**config.mk**
```make
export PLATFORM = sky130hd
export DESIGN_NAME = instr_fetch_unit
export DESIGN_NICKNAME = d
export VERILOG_FILES = /design/src/rtl/instr_fetch_unit.sv
export SDC_FILE = /design/constraint.sdc
export NUM_CORES = 1
export LEC_CHECK = 0
export BUFFER_PORTS_ARGS = -buffer_cell sky130_fd_sc_hd__buf_4
export CAP_MARGIN = 30
export CORE_UTILIZATION = 42
export DETAILED_ROUTE_END_ITERATION = 8
export PLACE_DENSITY = 0.72
export SYNTH_ARGS = -nofsm -noshare
export SYNTH_HDL_FRONTEND = slang
export SYNTH_SLANG_ARGS = --single-unit
```
**constraint.sdc**
```tcl
create_clock -name clk -period 3.1 [get_ports clk]
set_clock_uncertainty 0.05 [all_clocks]
set_input_delay 0.155 -clock clk [delete_from_list [all_inputs] [get_ports clk]]
set_output_delay 0.155 -clock clk [all_outputs]
set_load 0.02 [all_outputs]
```
**src/rtl/instr_fetch_unit.sv**
```systemverilog
// Program counter, instruction register and fetch sequencer for the multicycle core.
// Optional illegal-opcode detection is built when IFU_ILLEGAL_DET_EN is defined.
module instr_fetch_unit #(
    parameter int unsigned ADDR_W   = 16,
    parameter int unsigned MEM_LAT  = 1,
    parameter int unsigned RESET_PC = 0
) (
    input  logic              clk,
    input  logic              reset,
    input  logic              fetch_start,
    input  logic              pc_en,
    input  logic              pc_s,
    input  logic [ADDR_W-1:0] alu_result,
    input  logic [ADDR_W-1:0] jump_target,
    input  logic [15:0]       mem_rdata,
    output logic [ADDR_W-1:0] mem_addr,
    output logic              mem_rd,
    output logic              busy,
    output logic              ir_valid,
    output logic [ADDR_W-1:0] pc,
    output logic [15:0]       ir,
    output logic [3:0]        op,
    output logic [3:0]        rdest,
    output logic [3:0]        branch_cond,
    output logic [3:0]        op_ext,
    output logic [3:0]        rsrc,
    output logic [7:0]        imm8
`ifdef IFU_ILLEGAL_DET_EN
    ,
    output logic              illegal_instr
`endif
);

    localparam int unsigned CNT_W = 2;
    localparam logic [CNT_W-1:0] LAT_M1 = CNT_W'(MEM_LAT - 1);
    localparam logic [ADDR_W-1:0] PC_RST = ADDR_W'(RESET_PC);

    typedef enum logic [1:0] {
        S_IDLE,
        S_REQ,
        S_WAIT,
        S_CAPTURE
    } state_e;

    state_e            state_q, state_d;
    logic [ADDR_W-1:0] addr_q, addr_d;
    logic [CNT_W-1:0]  cnt_q, cnt_d;
    logic [ADDR_W-1:0] pc_q, pc_d;
    logic [15:0]       ir_q, ir_d;
    logic [ADDR_W-1:0] mem_addr_q, mem_addr_d;
    logic              mem_rd_q, mem_rd_d;
    logic              busy_q, busy_d;
    logic              ir_valid_q, ir_valid_d;

`ifdef IFU_ILLEGAL_DET_EN
    logic illegal_q, illegal_d;

    // Legal opcodes; op 4 is legal only with op_ext a multiple of 4.
    function automatic logic word_illegal(input logic [15:0] w);
        logic legal;
        case (w[15:12])
            4'h0, 4'h1, 4'h2, 4'h3, 4'h5, 4'h9, 4'hB, 4'hC, 4'hD: legal = 1'b1;
            4'h4:    legal = (w[5:4] == 2'b00);
            default: legal = 1'b0;
        endcase
        return !legal;
    endfunction
`endif

    // Next-state, datapath and registered-output computation
    always_comb begin
        state_d    = state_q;
        addr_d     = addr_q;
        cnt_d      = cnt_q;
        ir_d       = ir_q;
        pc_d       = pc_q;
`ifdef IFU_ILLEGAL_DET_EN
        illegal_d  = illegal_q;
`endif

        if (pc_en) begin
            pc_d = pc_s ? alu_result : jump_target;
        end

        case (state_q)
            S_IDLE: begin
                if (fetch_start) begin
                    addr_d  = pc_q;
                    state_d = S_REQ;
                end
            end
            S_REQ: begin
                cnt_d   = LAT_M1;
                state_d = (MEM_LAT > 1) ? S_WAIT : S_CAPTURE;
            end
            S_WAIT: begin
                cnt_d = cnt_q - CNT_W'(1);
                if (cnt_q == CNT_W'(1)) begin
                    state_d = S_CAPTURE;
                end
            end
            S_CAPTURE: begin
                ir_d    = mem_rdata;
`ifdef IFU_ILLEGAL_DET_EN
                illegal_d = word_illegal(mem_rdata);
`endif
                state_d = S_IDLE;
            end
            default: state_d = S_IDLE;
        endcase

        // Outputs are registered off the next state so they line up with it.
        mem_rd_d   = (state_d == S_REQ);
        busy_d     = (state_d != S_IDLE);
        ir_valid_d = (state_d == S_CAPTURE);
        mem_addr_d = (state_d == S_IDLE) ? pc_d : addr_d;
    end

    always_ff @(posedge clk) begin
        if (!reset) begin
            state_q    <= S_IDLE;
            addr_q     <= PC_RST;
            cnt_q      <= '0;
            pc_q       <= PC_RST;
            ir_q       <= '0;
            mem_addr_q <= PC_RST;
            mem_rd_q   <= 1'b0;
            busy_q     <= 1'b0;
            ir_valid_q <= 1'b0;
`ifdef IFU_ILLEGAL_DET_EN
            illegal_q  <= 1'b0;
`endif
        end else begin
            state_q    <= state_d;
            addr_q     <= addr_d;
            cnt_q      <= cnt_d;
            pc_q       <= pc_d;
            ir_q       <= ir_d;
            mem_addr_q <= mem_addr_d;
            mem_rd_q   <= mem_rd_d;
            busy_q     <= busy_d;
            ir_valid_q <= ir_valid_d;
`ifdef IFU_ILLEGAL_DET_EN
            illegal_q  <= illegal_d;
`endif
        end
    end

    assign mem_addr    = mem_addr_q;
    assign mem_rd      = mem_rd_q;
    assign busy        = busy_q;
    assign ir_valid    = ir_valid_q;
    assign pc          = pc_q;
    assign ir          = ir_q;

    // Fixed instruction fields decoded straight from the IR
    assign op          = ir_q[15:12];
    assign rdest       = ir_q[11:8];
    assign branch_cond = ir_q[11:8];
    assign op_ext      = ir_q[7:4];
    assign rsrc        = ir_q[3:0];
    assign imm8        = ir_q[7:0];

`ifdef IFU_ILLEGAL_DET_EN
    assign illegal_instr = illegal_q;
`endif

endmodule

```
==> results.md, run 1 <==
* Critical path class: reg2reg
* Internal power component at 0.00172 W
* Crit path required time at 3.27 ns
* H-tree depth at 3
* Final worst slack at 0.848 ns
* Mapped cell area at 3070 um^2
* I/O Pins at 132
* Slew HR at 34.7%
* Sequential-to-total area share from yosys stat at 46.4%
* Die width at 87.4 um
* Core Footprint at 6910 um^2
* WP data arrival at 2.42 ns
* Minimum clock period after layout at 2.25 ns
* Worst IR Drop VDD at 0.267 mV
* # Post-CTS Setup Buffers at 0
* Clk root buf: clkbuf_8
* FF+latch count, synth at 71
* Gr usage total at 16.5%
* Worst skew pair latency at 0.33 ns
* Status: completed
* Dpl ws at 0.650 ns
* Critical path endpoint category: flop
* Clock sinks at 71
* Share of cells above drive strength 1 at 42.9%
* Area Overhead vs Synth at 32.8%
* Area contributors post-synth: dfxtp_1, mux2i_1, buf_4, mux2_4, a21boi_0
* TritonRoute pass-1 iters at 4
* Synth cell types at 28
* Placed Area at 3850 um^2
* Site Rows at 30
* Hold Buf Count CTS at 0
* Vias at 2268
* Fin Hold WS at 0.0297 ns
* Largest net degree at the start of global routing at 56
* CTS max path bufs at 2
* GRT overflow at 0
* Ant. Diodes at 0
* Filler instances at 643
* Setup crit start kind: flop
* Setup TNS at 0 ns
* Routed wire length at 6460 um
* # Max-Cap Violations at 0
* WP buf/inv at 2
* Clock transition at path regs at 0.07 ns
* Sequential Power Share at 43.2%
* Crit-path max FO at 11
* Part of the cycle the worst path needs at 72.6%
* Initial antenna violation count at 0
* Mapped Cells at 288
* WL/cell at 13.4 um
* Critical Path, Cell by Cell: inv_1 -> ha_1 -> a21o_2 -> a221o_1 -> buf_8 -> mux2_4
* CTS buffer count at 9
* Least-Margin Pin Slew at 0.980 ns
* Die Outline Area at 7640 um^2
* GP Congestion at 0.684
* Hpwl dp at 4340 um
* Final-report setup violation count at 0
* CTS tree: yes
* Number of global-route vias before repair at 2063
* CP delay by family, top: compound AO/OA/AOI/OAI gates
* Post-synth net total at 346
* Ys Warns at 0
* PD cells at 594 nW/um^2
* Drt drc at 0
* Final Max Tran Viols at 0
* Slowest stage delay, CP at 0.42 ns
* Initial Utilization at 44.4%
* Comb pwr share at 25.9%
* DRT iter0 DRCs at 102
* Sequential cell area at 1420 um^2
* Class of the worst hold path: in2reg
* Switching share of power at 29.0%
* First-pass GRT wire length at 9740 um
* FMAX at 444 MHz
* Area of the multi-input gates at 1310 um^2
* Clock power share at 30.9%
* RSZ-0062 raised after global routing: false
* Yosys top cell by area: dfxtp_1
* Lkg Pwr at 1.91 nW
* Routed Antenna Nets at 0
* Synth top area share at 46.4%
* I/O Buffers at 131
* Design area at 4070 um^2
* Vias per cell at 4.70
* Final hold vios at 0
* Psw at 0.000700 W
* Highest-delay cell along the critical path: a221o_1
* Post_cts resized at 0
* Syn Area/Cell at 10.6 um^2
* Nets at 440
* Die H at 87.4 um
-- path summary, 6_finish.rpt --
check | from | end | slack (ns) | depth (start not counted)
worst max-delay path | state_q[0]$_SDFF_PN0_ | mem_addr[14]$_SDFF_PN0_ | 0.85 | 6
worst min-delay path | mem_rdata[7] | ir[7]$_SDFFE_PN0N_ | 0.03 | 3
worst max register to register | state_q[0]$_SDFF_PN0_ | mem_addr[14]$_SDFF_PN0_ | 0.85 | 6
worst min register to register | ir[13]$_SDFFE_PN0N_ | ir[13]$_SDFFE_PN0N_ | 0.49 | 2
-- logic make-up after synthesis --
group / share of synthesized area [%]
mux: 17.8
compound gates: 14.4
simple gates: 8.61
flops: 46.4
buf+inv: 10.8
fa+ha+maj: 2.04
-- metrics by stage --
step	util [%]	power, W	cells
3_3_place_gp	55.7	0.00167	466
5_1_grt	58.9	0.00253	483
2_1_floorplan	-	0.00149	288
6_report	58.9	0.00242	483
4_1_cts	58.7	0.00243	482
3_5_place_dp	55.7	0.00168	466
-- layout by cell type (no fill, tap or decap), types with 2 or more instances in the layout --
master    netlist  layout
clkinv_2        0       2
clkbuf_8        0      11
a21boi_0       16      16
dfxtp_1        71      71
mux2i_1        33      33
nor2b_1        17      17
mux2_4          9       9
o21a_1         16      16
buf_4          29     131
o21ai_0        17      17
a21oi_1        16      16
inv_1           3       3
ha_1            5       5
and2_1          3       3
mux2_2          7       7
and3_1         16      16
-- state kept, by name, summed over array words and instances (netlist names) --
| signal | cells |
|---|---|
| cnt_q | 2 |
| ir | 16 |
| busy | 1 |
| mem_rd | 1 |
| pc | 16 |
| addr_q | 16 |
| state_q | 2 |
| mem_addr | 16 |
| ir_valid | 1 |
-- worst min-delay path: cells and delay by family --
| family | cells | cell delay, ns |
|---|---|---|
| multiplexers | 1 | 0.05 |
| buffers and inverters | 1 | 0.07 |
| AND/OR/NAND/NOR | 1 | 0.09 |
-- power by group through the flow --
stage	logic (W)	clock network (W)	registers, W
2_1_floorplan	0.000353	0	0.00114
3_3_place_gp	0.000605	0	0.00106
3_5_place_dp	0.000620	0	0.00106
4_1_cts	0.000622	0.000767	0.00104
5_1_grt	0.000675	0.000805	0.00105
6_report	0.000626	0.000748	0.00104
-- area by class of cell --
type | instances | share of cell area, %
timing repair buffer | 132 | 24.5
sequential | 71 | 34.9
clock buffer | 11 | 3.72
inverter | 3 | 0.277
clock inverter | 5 | 1.38
tap | 96 | 2.95
multi-input combinational | 165 | 32.2
-- Yosys cell counts (all sizes together) --
| cell type | number |
|---|---|
| a21boi | 16 |
| a21o | 2 |
| a21oi | 16 |
| a221o | 1 |
| a222oi | 1 |
| and2 | 4 |
| and3 | 16 |
| and3b | 1 |
| buf | 34 |
| clkbuf | 15 |
| dfxtp | 71 |
| ha | 5 |
| inv | 3 |
| mux2 | 16 |
| mux2i | 33 |
| nand2 | 1 |
| nand2b | 1 |
| nand3 | 1 |
| nor2b | 17 |
| nor3b | 1 |
| o21a | 16 |
| o21ai | 17 |
-- per-layer routing --
metal,vias to the layer above,global-route usage [%],wire length (um)
met5,-,0,0
met1,1044,20.2,2860
met4,0,6.26,73
met3,8,3.03,246
li1,1162,-,-
met2,54,28.7,3280
Note: power is estimated with default switching activity, not from simulation.
==> run 2: changes to the inputs <==
- clock period: 3.1 -> 2.3 ns (I/O delays scaled with it)
==> results.md, run 2 (synthesis results as in run 1) <==
* Setup crit start kind: flop
* Status: completed
* Part of the cycle the worst path needs at 90.2% (+18 points)
* Crit path required time at 2.47 ns (-0.80 ns)
* Vias at 2326 (+2.6%)
* Final hold vios at 0 (unchanged)
* WP data arrival at 2.25 ns (-0.17 ns)
* CTS buffer count at 9 (unchanged)
* Drt drc at 0 (unchanged)
* Slew HR at 66.1% (+31 points)
* Crit path launch: state_q[0]$_SDFF_PN0_
* Critical path class: reg2reg
* Hpwl dp at 4370 um (+0.74%)
* Vias per cell at 4.65 (-0.93%)
* GP Congestion at 0.653 (-4.6%)
* Worst skew pair latency at 0.33 ns (about the same)
* Post_cts resized at 0 (unchanged)
* CTS tree: yes
* Most frequent cells in the layout: buf_4, dfxtp_1, mux2i_1, o21ai_0, nor2b_1
* Least-Margin Pin Slew at 0.509 ns (-0.471 ns)
* Die Outline Area at 7640 um^2 (unchanged)
* Final-report setup violation count at 0 (unchanged)
* Clk root buf: clkbuf_8
* Setup TNS at 0 ns (unchanged)
* Hold wc startpoint: mem_rdata[9]
* Worst IR Drop VDD at 0.400 mV (+50%)
* Hold Buf Count CTS at 15 (+15)
* Minimum clock period after layout at 2.07 ns (-0.177 ns)
* Share of cells above drive strength 1 at 41.3% (-1.6 points)
* Initial antenna violation count at 0 (unchanged)
* Final Max Tran Viols at 0 (unchanged)
* Core Footprint at 6910 um^2 (unchanged)
* Routed Antenna Nets at 0 (unchanged)
* Critical path endpoint category: flop
* First-pass GRT wire length at 10600 um (+8.6%)
* Ant. Diodes at 0 (unchanged)
* GRT overflow at 0 (unchanged)
* Largest net degree at the start of global routing at 56 (unchanged)
* WL/cell at 13.3 um (-0.56%)
* Class of the worst hold path: in2reg
* Number of global-route vias before repair at 2247 (+8.9%)
* DRT iter0 DRCs at 66 (-35%)
* Reg2reg path depth at 6 (unchanged)
* Routed wire length at 6650 um (+2.9%)
* Gr usage total at 18.0% (+1.5 points)
* Hold path depth at 3 (unchanged)
* Nets at 457 (+3.9%)
* Final worst slack at 0.225 ns (-0.623 ns)
* Clock transition at path regs at 0.07 ns (about the same)
* Lkg Pwr at 1.97 nW (+2.9%)
* Area Overhead vs Synth at 37.3%
* I/O Pins at 132 (unchanged)
* Filler instances at 648 (+0.78%)
* Die H at 87.4 um (unchanged)
* Commonest non-fill, non-tap cell in the layout: buf_4
* Dpl ws at 0.227 ns (-0.422 ns)
* # Post-CTS Setup Buffers at 0 (unchanged)
* Crit-path max FO at 17 (+6)
* Site Rows at 30 (unchanged)
* Die width at 87.4 um (unchanged)
* I/O Buffers at 131 (unchanged)
* PD cells at 747 nW/um^2 (+26%)
* CTS max path bufs at 2 (unchanged)
* FMAX at 482 MHz (+8.5%)
* Initial Utilization at 44.4% (unchanged)
* # Max-Cap Violations at 0 (unchanged)
* Reg2reg start: state_q[0]$_SDFF_PN0_
* RSZ-0062 raised after global routing: false
* H-tree depth at 3 (unchanged)
* TritonRoute pass-1 iters at 4 (unchanged)
* Clock sinks at 71 (unchanged)
[run 2: cell count changes in the layout (fill, tap and decap cells not counted)]
| cell | before | now |
|---|---|---|
| clkbuf_1 | 0 | 1 |
| bufinv_16 | 1 | 0 |
| dlygate4sd3_1 | 0 | 15 |
| buf_8 | 1 | 0 |
| buf_12 | 0 | 1 |
| clkinvlp_4 | 1 | 2 |
| buf_4 | 131 | 133 |
| clkbuf_8 | 11 | 10 |
[run 2: power breakdown]
part | internal, W | switching (W)
Sequential | 0.00135 | 0.0000567
Clock | 0.000419 | 0.000447
Combinational | 0.000436 | 0.000440
[run 2: critical path, stage by stage, from the launching register on]
cell and delay (ns):
dfxtp_1 0.39, inv_1 0.11, ha_1 0.40, a21o_2 0.22, a221o_1 0.25, buf_4 0.23
mux2_4 0.33
[run 2: area by class of cell]
| cell class | instances | area [um^2] | area share (%) |
|---|---|---|---|
| Sequential cell | 71 | 1420 | 33.8 |
| Multi-Input combinational cell | 165 | 1310 | 31.2 |
| Timing Repair Buffer | 149 | 1170 | 27.8 |
| Clock buffer | 11 | 141 | 3.36 |
| Tap cell | 96 | 120 | 2.85 |
| Clock inverter | 5 | 33.8 | 0.803 |
| Inverter | 3 | 11.3 | 0.268 |
[run 2: metrics by stage]
stage               utilization (%)  cells  cell area, um^2  hold slack (ns)  power [W]
floorplan                         -    288             3070            0.235    0.00201
global placement               56.2    469             3880            0.321    0.00227
detailed placement             56.2    469             3880            0.330    0.00229
CTS                            60.9    500             4210           0.0147    0.00319
global route                   60.9    500             4210           0.0472    0.00332
finish                         60.9    500             4210           0.0219    0.00315
[run 2: path summary, 6_finish.rpt]
| kind | end | slack, ns |
|---|---|---|
| worst max-delay path | mem_addr[14]$_SDFF_PN0_ | 0.23 |
| worst min-delay path | ir[9]$_SDFFE_PN0N_ | 0.02 |
| worst max register to register | mem_addr[14]$_SDFF_PN0_ | 0.23 |
| worst min register to register | ir[4]$_SDFFE_PN0N_ | 0.49 |
[run 2: metal layers]
metal	routed length (um)	track usage [%]	vias to the layer above
li1	-	-	1189
met1	2830	21.2	1074
met2	3470	31.6	57
met3	269	3.60	6
met4	78	8.05	0
met5	0	0	-
